<file path="src/rtl/codeconv_sequencer.sv">
`default_nettype none
// ============================================================================
// Module      : codeconv_sequencer
// Description : Sequences byte-conversion requests through an external
//               bin2gray / gray2bin converter. Requests are buffered in a
//               small FIFO, issued one at a time with a start pulse, and the
//               converter result is presented on a valid/ready output port.
//               Optional WAIT_DONE watchdog: define CODECONV_SEQ_TIMEOUT_EN.
// Revision    : 1.0 - initial release
// ----------------------------------------------------------------------------
// Parameters
//   DEPTH          input FIFO entries (power of two, >= 2)
//   TIMEOUT        WAIT_DONE watchdog limit in cycles (watchdog builds only)
// Ports
//   clk            single clock, rising edge
//   reset          synchronous active-high reset
//   in_valid       upstream item offered
//   in_ready       an item can be accepted (registered FIFO count < DEPTH)
//   in_mode        0 = bin2gray, 1 = gray2bin
//   in_data        byte to convert
//   conv_start     one-cycle start pulse to the converter
//   conv_mode      converter mode input
//   conv_data_in   converter data input
//   conv_data_out  converter result
//   conv_done      converter done flag
//   out_valid      result available
//   out_ready      downstream accepts result
//   out_data       converted byte
//   out_mode       mode used for out_data
//   fifo_count     items currently held in the input FIFO
//   timeout_err    sticky converter timeout flag (0 without the watchdog)
// ============================================================================
module codeconv_sequencer #(
  parameter int DEPTH   = 4,
  parameter int TIMEOUT = 255
) (
  input  logic                     clk,
  input  logic                     reset,
  input  logic                     in_valid,
  output logic                     in_ready,
  input  logic                     in_mode,
  input  logic [7:0]               in_data,
  output logic                     conv_start,
  output logic                     conv_mode,
  output logic [7:0]               conv_data_in,
  input  logic [7:0]               conv_data_out,
  input  logic                     conv_done,
  output logic                     out_valid,
  input  logic                     out_ready,
  output logic [7:0]               out_data,
  output logic                     out_mode,
  output logic [$clog2(DEPTH):0]   fifo_count,
  output logic                     timeout_err
);

  localparam int c_addr_w = $clog2(DEPTH);
  localparam int c_cnt_w  = c_addr_w + 1;
  localparam logic [c_cnt_w-1:0] c_depth = c_cnt_w'(DEPTH);

  typedef enum logic [1:0] {
    ST_IDLE      = 2'd0,
    ST_ISSUE     = 2'd1,
    ST_WAIT_DONE = 2'd2,
    ST_OUTPUT    = 2'd3
  } state_t;

  state_t r_state;
  state_t w_next_state;

  // --------------------------------------------------------------------------
  // Input FIFO: entry = {mode, data}
  // --------------------------------------------------------------------------
  logic [8:0]          r_mem [DEPTH];
  logic [c_addr_w-1:0] r_wr_ptr;
  logic [c_addr_w-1:0] r_rd_ptr;
  logic [c_cnt_w-1:0]  r_count;
  logic                w_push;
  logic                w_pop;
  logic [8:0]          w_head;
  logic                w_timeout;

  // in_ready looks only at the registered count, so a pop in the same cycle
  // never opens a slot for a push into a full FIFO.
  assign in_ready   = (r_count < c_depth);
  assign fifo_count = r_count;
  assign w_push     = in_valid && in_ready;
  // A converter still asserting done from earlier activity blocks issue.
  assign w_pop      = (r_state == ST_IDLE) && (r_count != '0) && !conv_done;
  assign w_head     = r_mem[r_rd_ptr];

  always_ff @(posedge clk) begin
    if (w_push) begin
      r_mem[r_wr_ptr] <= {in_mode, in_data};
    end
  end

  // Pointers are exactly c_addr_w bits wide, so they wrap modulo DEPTH.
  always_ff @(posedge clk) begin
    if (reset) begin
      r_wr_ptr <= '0;
      r_rd_ptr <= '0;
      r_count  <= '0;
    end else begin
      if (w_push) begin
        r_wr_ptr <= r_wr_ptr + 1'b1;
      end
      if (w_pop) begin
        r_rd_ptr <= r_rd_ptr + 1'b1;
      end
      case ({w_push, w_pop})
        2'b10:   r_count <= r_count + 1'b1;
        2'b01:   r_count <= r_count - 1'b1;
        default: r_count <= r_count;
      endcase
    end
  end

  // --------------------------------------------------------------------------
  // Sequencer FSM
  // --------------------------------------------------------------------------
  always_ff @(posedge clk) begin
    if (reset) begin
      r_state <= ST_IDLE;
    end else begin
      r_state <= w_next_state;
    end
  end

  always_comb begin
    w_next_state = r_state;
    unique case (r_state)
      ST_IDLE: begin
        if (w_pop) begin
          w_next_state = ST_ISSUE;
        end
      end
      ST_ISSUE: begin
        w_next_state = ST_WAIT_DONE;
      end
      ST_WAIT_DONE: begin
        if (conv_done) begin
          w_next_state = ST_OUTPUT;
        end else if (w_timeout) begin
          w_next_state = ST_IDLE;
        end
      end
      ST_OUTPUT: begin
        if (out_ready) begin
          w_next_state = ST_IDLE;
        end
      end
      default: begin
        w_next_state = ST_IDLE;
      end
    endcase
  end

  // --------------------------------------------------------------------------
  // Datapath registers
  // --------------------------------------------------------------------------
  // conv_start is the registered decode of the ISSUE state: the pulse lands
  // two edges after the pop, giving the converter a cycle of settled
  // conv_mode/conv_data_in before it is told to start.
  always_ff @(posedge clk) begin
    if (reset) begin
      conv_start   <= 1'b0;
      conv_mode    <= 1'b0;
      conv_data_in <= 8'h00;
      out_valid    <= 1'b0;
      out_data     <= 8'h00;
      out_mode     <= 1'b0;
    end else begin
      conv_start <= (r_state == ST_ISSUE);
      // Loaded only on pop, so the request stays stable until back in IDLE.
      if (w_pop) begin
        conv_mode    <= w_head[8];
        conv_data_in <= w_head[7:0];
      end
      if ((r_state == ST_WAIT_DONE) && conv_done) begin
        out_data  <= conv_data_out;
        out_mode  <= conv_mode;
        out_valid <= 1'b1;
      end else if ((r_state == ST_OUTPUT) && out_ready) begin
        out_valid <= 1'b0;
      end
    end
  end

  // --------------------------------------------------------------------------
  // WAIT_DONE watchdog
  // --------------------------------------------------------------------------
`ifdef CODECONV_SEQ_TIMEOUT_EN
  localparam int c_to_w = (TIMEOUT > 1) ? $clog2(TIMEOUT) : 1;
  localparam logic [c_to_w-1:0] c_to_last = c_to_w'(TIMEOUT - 1);

  logic [c_to_w-1:0] r_to_cnt;
  logic              r_timeout_err;

  // Counter is zero on WAIT_DONE entry because it is held clear elsewhere;
  // the TIMEOUT-th waiting cycle without done abandons the item.
  assign w_timeout   = (r_state == ST_WAIT_DONE) && !conv_done &&
                       (r_to_cnt == c_to_last);
  assign timeout_err = r_timeout_err;

  always_ff @(posedge clk) begin
    if (reset) begin
      r_to_cnt      <= '0;
      r_timeout_err <= 1'b0;
    end else begin
      if (r_state != ST_WAIT_DONE) begin
        r_to_cnt <= '0;
      end else if (!conv_done) begin
        r_to_cnt <= r_to_cnt + 1'b1;
      end
      if (w_timeout) begin
        r_timeout_err <= 1'b1;
      end
    end
  end
`else
  // Without the watchdog WAIT_DONE waits for done indefinitely.
  logic w_unused_timeout_cfg;
  assign w_unused_timeout_cfg = ^TIMEOUT;
  assign w_timeout            = 1'b0;
  assign timeout_err          = 1'b0;
`endif

endmodule
`default_nettype wire

</file>
<file path="config.mk">
export PLATFORM = sky130hd
export DESIGN_NAME = codeconv_sequencer
export DESIGN_NICKNAME = d
export VERILOG_FILES = /design/src/rtl/codeconv_sequencer.sv
export SDC_FILE = /design/constraint.sdc
export NUM_CORES = 1
export LEC_CHECK = 0
export CAP_MARGIN = 20
export CORE_MARGIN = 2
export CORE_UTILIZATION = 47
export CTS_CLUSTER_DIAMETER = 30
export CTS_CLUSTER_SIZE = 8
export DETAILED_ROUTE_END_ITERATION = 8
export PLACE_DENSITY = 0.75
export SYNTH_ARGS = -nofsm -noshare
export SYNTH_HDL_FRONTEND = slang
export SYNTH_SLANG_ARGS = --single-unit
</file>
<file path="constraint.sdc">
create_clock -name clk -period 2.2 [get_ports clk]
set_input_delay 0.44 -clock clk [delete_from_list [all_inputs] [get_ports clk]]
set_output_delay 0.44 -clock clk [all_outputs]
set_load 0.01 [all_outputs]
</file>
---- Yosys cells after proc, flatten, opt, wreduce, memory -nomap -nowiden ----
Memory sizes are Yosys's and may differ from the RTL's. A register that Yosys moved wholly into a read port is not among the register bits.
Cells that the tools add are included.
operators by class
  magnitude comparators ................... 1
  add/sub/neg operators ................... 4
  equal/unequal tests ..................... 8
  muxes and demuxes ....................... 9
  reduce and logical (&&, ||, !) cells .... 11
operators with widths
  operator               number
  $pmux W2 S4            1
  $eq A2 B2 Y1 const B   3
  $mux W2                3
  $ne A2 B2 Y1 const B   3
  $pmux W3 S2            1
  $logic_and A1 B1 Y1    5
  $add A2 B1 Y2 const B  2
  $eq A2 B1 Y1 const B   2
  $mux W1                4
  $reduce_bool A2 Y1     2
  $add A3 B1 Y3 const B  1
  $lt A3 B3 Y1 const B   1
  $reduce_and A3 Y1      1
  $reduce_bool A3 Y1     1
  $sub A3 B1 Y3 const B  1
  $logic_not A2 Y1       1
  $logic_not A1 Y1       1
storage, ports and cells
  register bits ........................... 20
  memories kept ........................... 1
  input port bits ......................... 22
  logic and storage cells ................. 42
  memory bits (writable) .................. 36
  output and inout port bits .............. 25
memory list
  memory  depth  bits a word  rd ports  clocked after memory_dff  write ports  line  RTL
  r_mem   4      9            1         1                         1            73    logic [8:0] r_mem [DEPTH];

---- Longest topological paths before layout ----
Gate-level depths: netlist of the first run.
  depth after elaboration ................. 5
  mapped depth ............................ 10
  depth with buffers taken out ............ 10

---- Worst setup path before layout of the first run ----
OpenSTA, ideal clock, no wires.
  path kind ............................... flip-flop to flip-flop
  from .................................... register r_state[0]
  to ...................................... register r_count[2] (netlist: fifo_count[2])
  data required time ...................... 2130 ps
  library setup time ...................... 70 ps
  stages on the path, launching flop included .. 11
  path buffers ............................ 0
  period minus slack after synthesis ...... 2046 ps
  arrival ................................. 1976 ps
  slack ................................... 154 ps
  cell sequence ........................... dfxtp_1 > inv_1 > ha_1 > nand2b_1 > nor2_1 > ha_1 > inv_1 > fa_1 > xor2_1 > or3_1 > a21oi_1
between the ends
  word-level cells in the longest chain between the ends .. 5
ends and longest elaborated chain
  element                                            line  RTL
  start, declared                                    67    state_t r_state;
  start signal, assigned                             125   r_state <= w_next_state;
  $logic_not A2 Y1 *                                 88    assign w_pop = (r_state == ST_IDLE) && (r_count != '0) && !conv_done;
  $logic_and A1 B1 Y1 * (2 in series)                88
  via w_pop                                          78    logic w_pop;
  $eq A2 B1 Y1 or $eq A2 B2 Y1 (tied branches)       110   case ({w_push, w_pop})
  $pmux W3 S2 or $reduce_bool A2 Y1 (tied branches)  --
  end signal, assigned                               111   2'b10: r_count <= r_count + 1'b1;
  end signal, assigned                               112   2'b01: r_count <= r_count - 1'b1;
  end signal, assigned                               113   default: r_count <= r_count;
  end, declared                                      76    logic [c_cnt_w-1:0] r_count;
Mark *: on every way through the listed nets, which the timed path passes. The rest lies on a longest branch.
A chain may end at the register's enable or synchronous reset.

---- Final worst setup path of the first run ----
  from .................................... input port conv_done
  to ...................................... register r_count[2] (netlist: fifo_count[2])
between the ends
  word-level cells in the longest chain between the ends .. 4
ends and longest elaborated chain
  element                                            line  RTL
  start, declared                                    47    input logic conv_done,
  $logic_not A1 Y1 *                                 88
  $logic_and A1 B1 Y1 *                              88
  via w_pop                                          78
  $eq A2 B1 Y1 or $eq A2 B2 Y1 (tied branches)       110
  $pmux W3 S2 or $reduce_bool A2 Y1 (tied branches)  --
Marked as above.

==> qor.txt, run 1 <==
Layout Nets -> 299
top-area cell type share of the netlist area -> 40.19%
final instance area -> 0.003475 mm^2
gr ovfl total -> 0
FF-to-FF Start -> r_state[1]
# rows -> 27
vias -> 1716
post-synth net total -> 240
# port buffers -> 45
RR Endpoint -> fifo_count[2]
die width -> 79.66 um
worst setup path class -> input pin to flip-flop
Comb power frac -> 31.5%
CTS Root Cell -> clkbuf_8
Synth-to-Final Area Change -> 29.16%
Reg2Reg Depth -> 10
Vias/cell -> 5.003
Flop pwr share -> 43.0%
Setup violations, final -> 0
Critical Path End Type -> flip-flop
HPWL Detailed -> 3.278 mm
drt first-iter violations -> 89
number of max-cap violations -> 0
switch share -> 30.77%
Clock Path Buffers -> 2
worst endpoint required time -> 2.47 ns
status -> finished clean
Slew Viols, Final -> 0
ANT cells -> 0
final wirelength -> 4.918 mm
Post-route DRC -> 0
share of layout cells above drive strength 1 -> 14.76%
Die H -> 79.66 um
max frequency -> 474.5 MHz
Worst Hold Path EP -> out_mode
Distinct cells, synth -> 31
sequential-to-total area share from yosys stat -> 61.77%
mapped cell area -> 0.002690 mm^2
DR pass1 iterations -> 4
worst hold path class -> flip-flop to flip-flop
Final Skew -> 0.007471 ns
GRT Util Overall -> 16.83%
CTS tree -> done
LEAKAGE -> 1.236 nW
GPL Wtd Cong -> 0.7536
post-layout min period -> 2.107 ns
Gate Count Post-Synth -> 207
area post-placement -> 0.003257 mm^2
Synth Register Bits -> 65
Avg WL per Cell -> 14.34 um
cell-internal power -> 0.002590 W
clock buffer count from CTS -> 9
WHS Path Cells -> 2
H-tree Lvls -> 3
clock group share of total power -> 25.5%
largest cells by area after synthesis -> edfxtp_1 (40%), dfxtp_1 (22%), mux4_1 (8.8%)
largest net degree at the start of global routing -> 14
first-pass GRT wire length -> 7.790 mm
Sw Pwr -> 0.001151 W
setup tns final -> 0 ns
HP Start -> out_mode
Worst R2R Setup Slack -> 0.14 ns
Tightest Pin Transition -> 0.6175 ns
fin crit share -> 95.79%
Max FO, Critical Path -> 2
Num Clock Sinks -> 65
io pins -> 47
Worst slew margin -> 58.77%
Fillers -> 436
WP data arrival -> 2.38 ns
clk_lat worst skew -> 0.33 ns
Peak VDD IR -> 676.2 uV
clock slew at reported path FFs -> 0.07 ns
endpoints failing hold -> 0
Synth warnings -> 0
Antenna Nets Post-Route -> 0
Synth area leader -> edfxtp_1
vias in the first global route -> 1615
core area -> 0.005507 mm^2
Initial Util -> 48.85%
die footprint -> 0.006345 mm^2
Total Power -> 0.003742 W
PD cells -> 1077 mW/mm^2
initial antenna violation count -> 0
Setup crit start kind -> input pin
syn avg cell area -> 13.00 um^2
cells in the final DEF, fill, tap and decap left out, drive strengths merged, types with 8 or more instances in the layout:
cell type	netlist	routed
a21oi	22	22
buf	5	15
clkbuf	7	9
clkdlybuf4s50	0	45
dfxtp	29	29
edfxtp	36	36
ha	10	10
inv	12	12
mux4	9	9
nand2	23	23
nand3	9	9
nor2	8	8
o21ai	12	12
critical path, stage by stage:
cell             delay (ns)
clkdlybuf4s50_1        0.44
nand2b_4               0.16
nor2_2                 0.13
ha_2                   0.19
inv_1                  0.05
fa_1                   0.37
xor2_1                 0.16
or3_1                  0.30
a21oi_1                0.14
cell usage after synthesis:
cell	number
mux4_1	9
xor2_1	2
a31o_2	1
o21ai_0	12
nor2_1	8
buf_1	1
clkbuf_2	1
mux2_2	1
and2b_1	1
nor3_1	1
dfxtp_1	29
or3_1	3
and2_1	5
a311oi_2	1
nor2b_1	2
nand2b_1	1
nand2_1	23
buf_6	2
a21oi_1	22
fa_1	1
mux2i_1	3
conb_1	1
clkbuf_8	1
edfxtp_1	36
buf_4	2
xnor2_1	1
ha_1	10
nand3_1	9
inv_1	12
clkbuf_1	5
a221oi_2	1
power by group through the flow:
stage,Clock (W),Combinational [W],Sequential (W)
global route,0.00104,0.00130,0.00163
finish,0.000953,0.00118,0.00161
global placement,0,0.00110,0.00163
detailed placement,0,0.00112,0.00163
CTS,0.000982,0.00113,0.00161
floorplan,0,0.000722,0.00162
kinds of logic after synthesis:
family / after synthesis / share of synthesized area [%]
mux: 13 / 10.33
compound gates: 37 / 7.767
other cells: 1 / 0.1394
flops: 65 / 61.77
simple gates: 53 / 9.023
buf+inv: 24 / 4.604
fa+ha+maj: 11 / 5.395
xor+xnor: 3 / 0.9769
registers in the layout, summed over array words and instances, names as in the netlist, 2 cells and up:
| name | cells |
|---|---|
| fifo_count | 3 |
| out_data | 8 |
| r_rd_ptr | 2 |
| conv_data_in | 8 |
| r_mem | 36 |
| r_state | 2 |
| r_wr_ptr | 2 |
layout make-up:
class,instances,area [um^2],share of cell area [%]
Clock buffer,9,123.9,3.565
Clock inverter,7,61.31,1.764
Inverter,12,45.04,1.296
Multi-Input combinational cell,118,929.6,26.76
Sequential cell,65,1662,47.82
Tap cell,72,90.09,2.593
Timing Repair Buffer,60,563.0,16.20
through the flow:
step                      setup slack, ns  hold slack, ns  util, %  instances
after floorplan                    0.1540          0.4677        -        207
after global placement            -0.2333          0.4417    59.15        326
after detailed placement          -0.2562          0.4479    59.15        326
after CTS                         0.02138          0.4583    62.51        342
after global routing            -0.001845          0.4785    63.10        343
final                             0.09260          0.4545    63.10        343
routing by layer:
metal	GRT usage, %	vias up	wire, um
li1	-	856	-
met1	19.62	800	2084
met2	28.07	52	2445
met3	5.882	8	334
met4	7.241	0	54
met5	0	-	0
how the worst max path moves through the flow:
stage | start | end | slack (ns)
6_report | conv_done | fifo_count[2] | 0.09
5_1_grt | conv_done | fifo_count[2] | -0.002
4_1_cts | r_state[1] | fifo_count[2] | 0.02
3_5_place_dp | conv_done | fifo_count[2] | -0.26
3_3_place_gp | conv_done | fifo_count[2] | -0.23
2_1_floorplan | r_state[0] | fifo_count[2] | 0.15
timing repair:
item                       CTS  global route
buffers inserted             0             1
setup endpoints to repair    0             1
hold buffers                 0             0
gates resized for setup      0             7
Note: power is estimated with default switching activity, not from simulation.
==> run 2, diff against run 1 <==
ABC_AREA = 1   (was unset)
ABC_CLOCK_PERIOD_IN_PS = 2200   (was unset)
==> qor.txt, run 2 <==
top-area cell type share of the netlist area -> 40.07%
Antenna Nets Post-Route -> 0
die width -> 79.76 um
Setup violations, final -> 0
flip-flop count of the largest register after layout -> 36
vias in the first global route -> 1812
GPL Wtd Cong -> 0.7792
WP buf/inv -> 4
worst endpoint required time -> 2.44 ns
Num Clock Sinks -> 65
post-placement cell count -> 394
initial antenna violation count -> 0
register with the most flip-flops -> r_mem
max frequency -> 510.9 MHz
most common cell in the netlist -> nor2_1
Layout Nets -> 366
# rows -> 27
Final Skew -> 0.004250 ns
syn avg cell area -> 9.774 um^2
drt first-iter violations -> 65
ys async rst share -> 0%
first-pass GRT wire length -> 7.976 mm
Regs by FF count -> r_mem x36, conv_data_in x8, out_data x8
Synth area leader -> edfxtp_1
Gate Count Post-Synth -> 276
clock buffer count from CTS -> 9
ANT cells -> 0
die footprint -> 0.006362 mm^2
Worst Hold Margin -> 0.4713 ns
commonest non-fill, non-tap cell in the layout -> nor2_1
Layout Cells excl Fill -> 410
largest net degree at the start of global routing -> 28
endpoints failing hold -> 0
CP max-delay cell -> fa_1
Reg2Reg Depth -> 13
Post-route DRC -> 0
DR pass1 iterations -> 4
Synth Register Bits -> 65
unrepaired setup endpoints after global routing -> no
clk_lat worst skew -> 0.34 ns
Vias/cell -> 4.661
Synth-to-Final Area Change -> 25.79%
sequential-to-total area share from yosys stat -> 61.60%
gr ovfl total -> 0
crit-path leading delay family -> adder cells
final instance area -> 0.003393 mm^2
Tightest Pin Transition -> 0.5428 ns
Clock Path Buffers -> 2
DR top layer -> met4
status -> finished clean
area post-placement -> 0.003223 mm^2
number of synthesized flops with an enable pin -> 36
WP data arrival -> 2.19 ns
largest cells by area after synthesis -> edfxtp_1 (40%), dfxtp_1 (22%), nor2_1 (11%)
mapped cell area -> 0.002698 mm^2
post-layout min period -> 1.957 ns
Synth warnings -> 0
critical path depth -> 13
setup tns final -> 0 ns
met2 routed WL -> 2.282 mm
total setup buffers inserted after CTS -> 0
share of layout cells above drive strength 1 -> 9.172%
most frequent cells in the layout -> nor2_1 (82), clkdlybuf4s50_1 (45), edfxtp_1 (36)
fin crit share -> 88.97%
top cells by count, synth -> nor2_1 (82), edfxtp_1 (36), o21ai_0 (34)
WHS Path Cells -> 2
vias -> 1911
number of max-cap violations -> 0
Die H -> 79.76 um
worst path cell trace -> inv_1 > ha_1 > inv_1 > nor2_2 > nand2_2 > inv_2 > ha_1 > inv_1 > fa_1 > nand2_1 > nand3_1 > o21ai_1 > a21oi_1
Max FO, Critical Path -> 4
CTS tree -> done
clock slew at reported path FFs -> 0.07 ns
H-tree Lvls -> 3
post-synth net total -> 309
Worst slew margin -> 63.77%
PD cells -> 1063 mW/mm^2
Critical Path End Type -> flip-flop
# port buffers -> 45
GRT Util Overall -> 16.86%
Avg WL per Cell -> 11.84 um
Distinct cells, synth -> 22
CTS Root Cell -> clkbuf_8
CP most frequent cell -> inv_1
Worst R2R Setup Slack -> 0.24 ns
Setup crit start kind -> flip-flop
final core occ -> 61.25%
Peak VDD IR -> 486.9 uV
metal3 WL -> 312 um
worst hold path class -> flip-flop to flip-flop
HPWL Detailed -> 3.228 mm
worst setup path class -> flip-flop to flip-flop
Slew Viols, Final -> 0
max incr delay on CP -> 0.38 ns
io pins -> 47
most used flip-flop cell after synthesis -> edfxtp_1
final wirelength -> 4.856 mm
core area -> 0.005540 mm^2
LEAKAGE -> 1.325 nW
Initial Util -> 48.69%
DRT met1 WL -> 2.091 mm
-- run 2: cell families (layout without fill, tap and decap cells) --
kind of cell | Yosys count | after routing | synth area share (%)
adders and majority gates | 11 | 11 | 5.380
other | 1 | 1 | 0.1390
buffers and inverters | 37 | 99 | 7.514
AOI/OAI and AO/OA | 53 | 53 | 9.833
and+or+nand+nor | 109 | 109 | 15.54
DFF | 65 | 65 | 61.60
-- run 2: path summary, 6_finish.rpt --
path,to,startpoint
setup / recovery,fifo_count[2],r_state[0]
hold / removal,out_valid,out_valid
setup reg to reg,fifo_count[2],r_state[0]
hold reg to reg,out_valid,out_valid
-- run 2: power breakdown --
part           leakage (nW)  internal (W)  switching [W]
registers             0.568       0.00149      0.0000972
clock network        0.0814      0.000405       0.000473
logic                 0.676      0.000511       0.000624
total                  1.32       0.00241        0.00119
-- run 2: through the flow --
step	power, W	worst slack [ns]
2_1_floorplan	0.002357	0.2396
3_3_place_gp	0.002723	0.03826
3_5_place_dp	0.002763	-0.03482
4_1_cts	0.003641	0.2152
5_1_grt	0.003860	0.03694
6_report	0.003605	0.2426
-- run 2: area by class of cell --
cell class | count | area (um^2)
Timing Repair Buffer | 57 | 540.5
Sequential cell | 65 | 1662
Multi-Input combinational cell | 174 | 833.3
Tap cell | 72 | 90.09
Clock buffer | 9 | 123.9
Clock inverter | 7 | 46.29
Fill cell | 462 | 2147
Inverter | 26 | 97.59
-- run 2: routing by layer --
metal  up-vias  GRT usage (%)
met5         -              0
met4         0          11.69
met3        15          5.204
met2        54          28.49
met1       837          17.87
li1       1005              -
-- run 2: what timing repair did --
| action | CTS | global route |
|---|---|---|
| hold buffers | 0 | 0 |
| setup endpoints to repair | 0 | 1 |
| resized for setup | 0 | 1 |
| hold endpoints to repair | 0 | 0 |
-- run 2: worst reg2reg max path, cell delays in order, from the launching register on --
cell and delay (ns):
dfxtp_1 0.35, inv_1 0.11, ha_1 0.17, inv_1 0.05
nor2_2 0.09, nand2_2 0.07, inv_2 0.05, ha_1 0.15
inv_1 0.06, fa_1 0.38, nand2_1 0.09, nand3_1 0.09
o21ai_1 0.14, a21oi_1 0.05
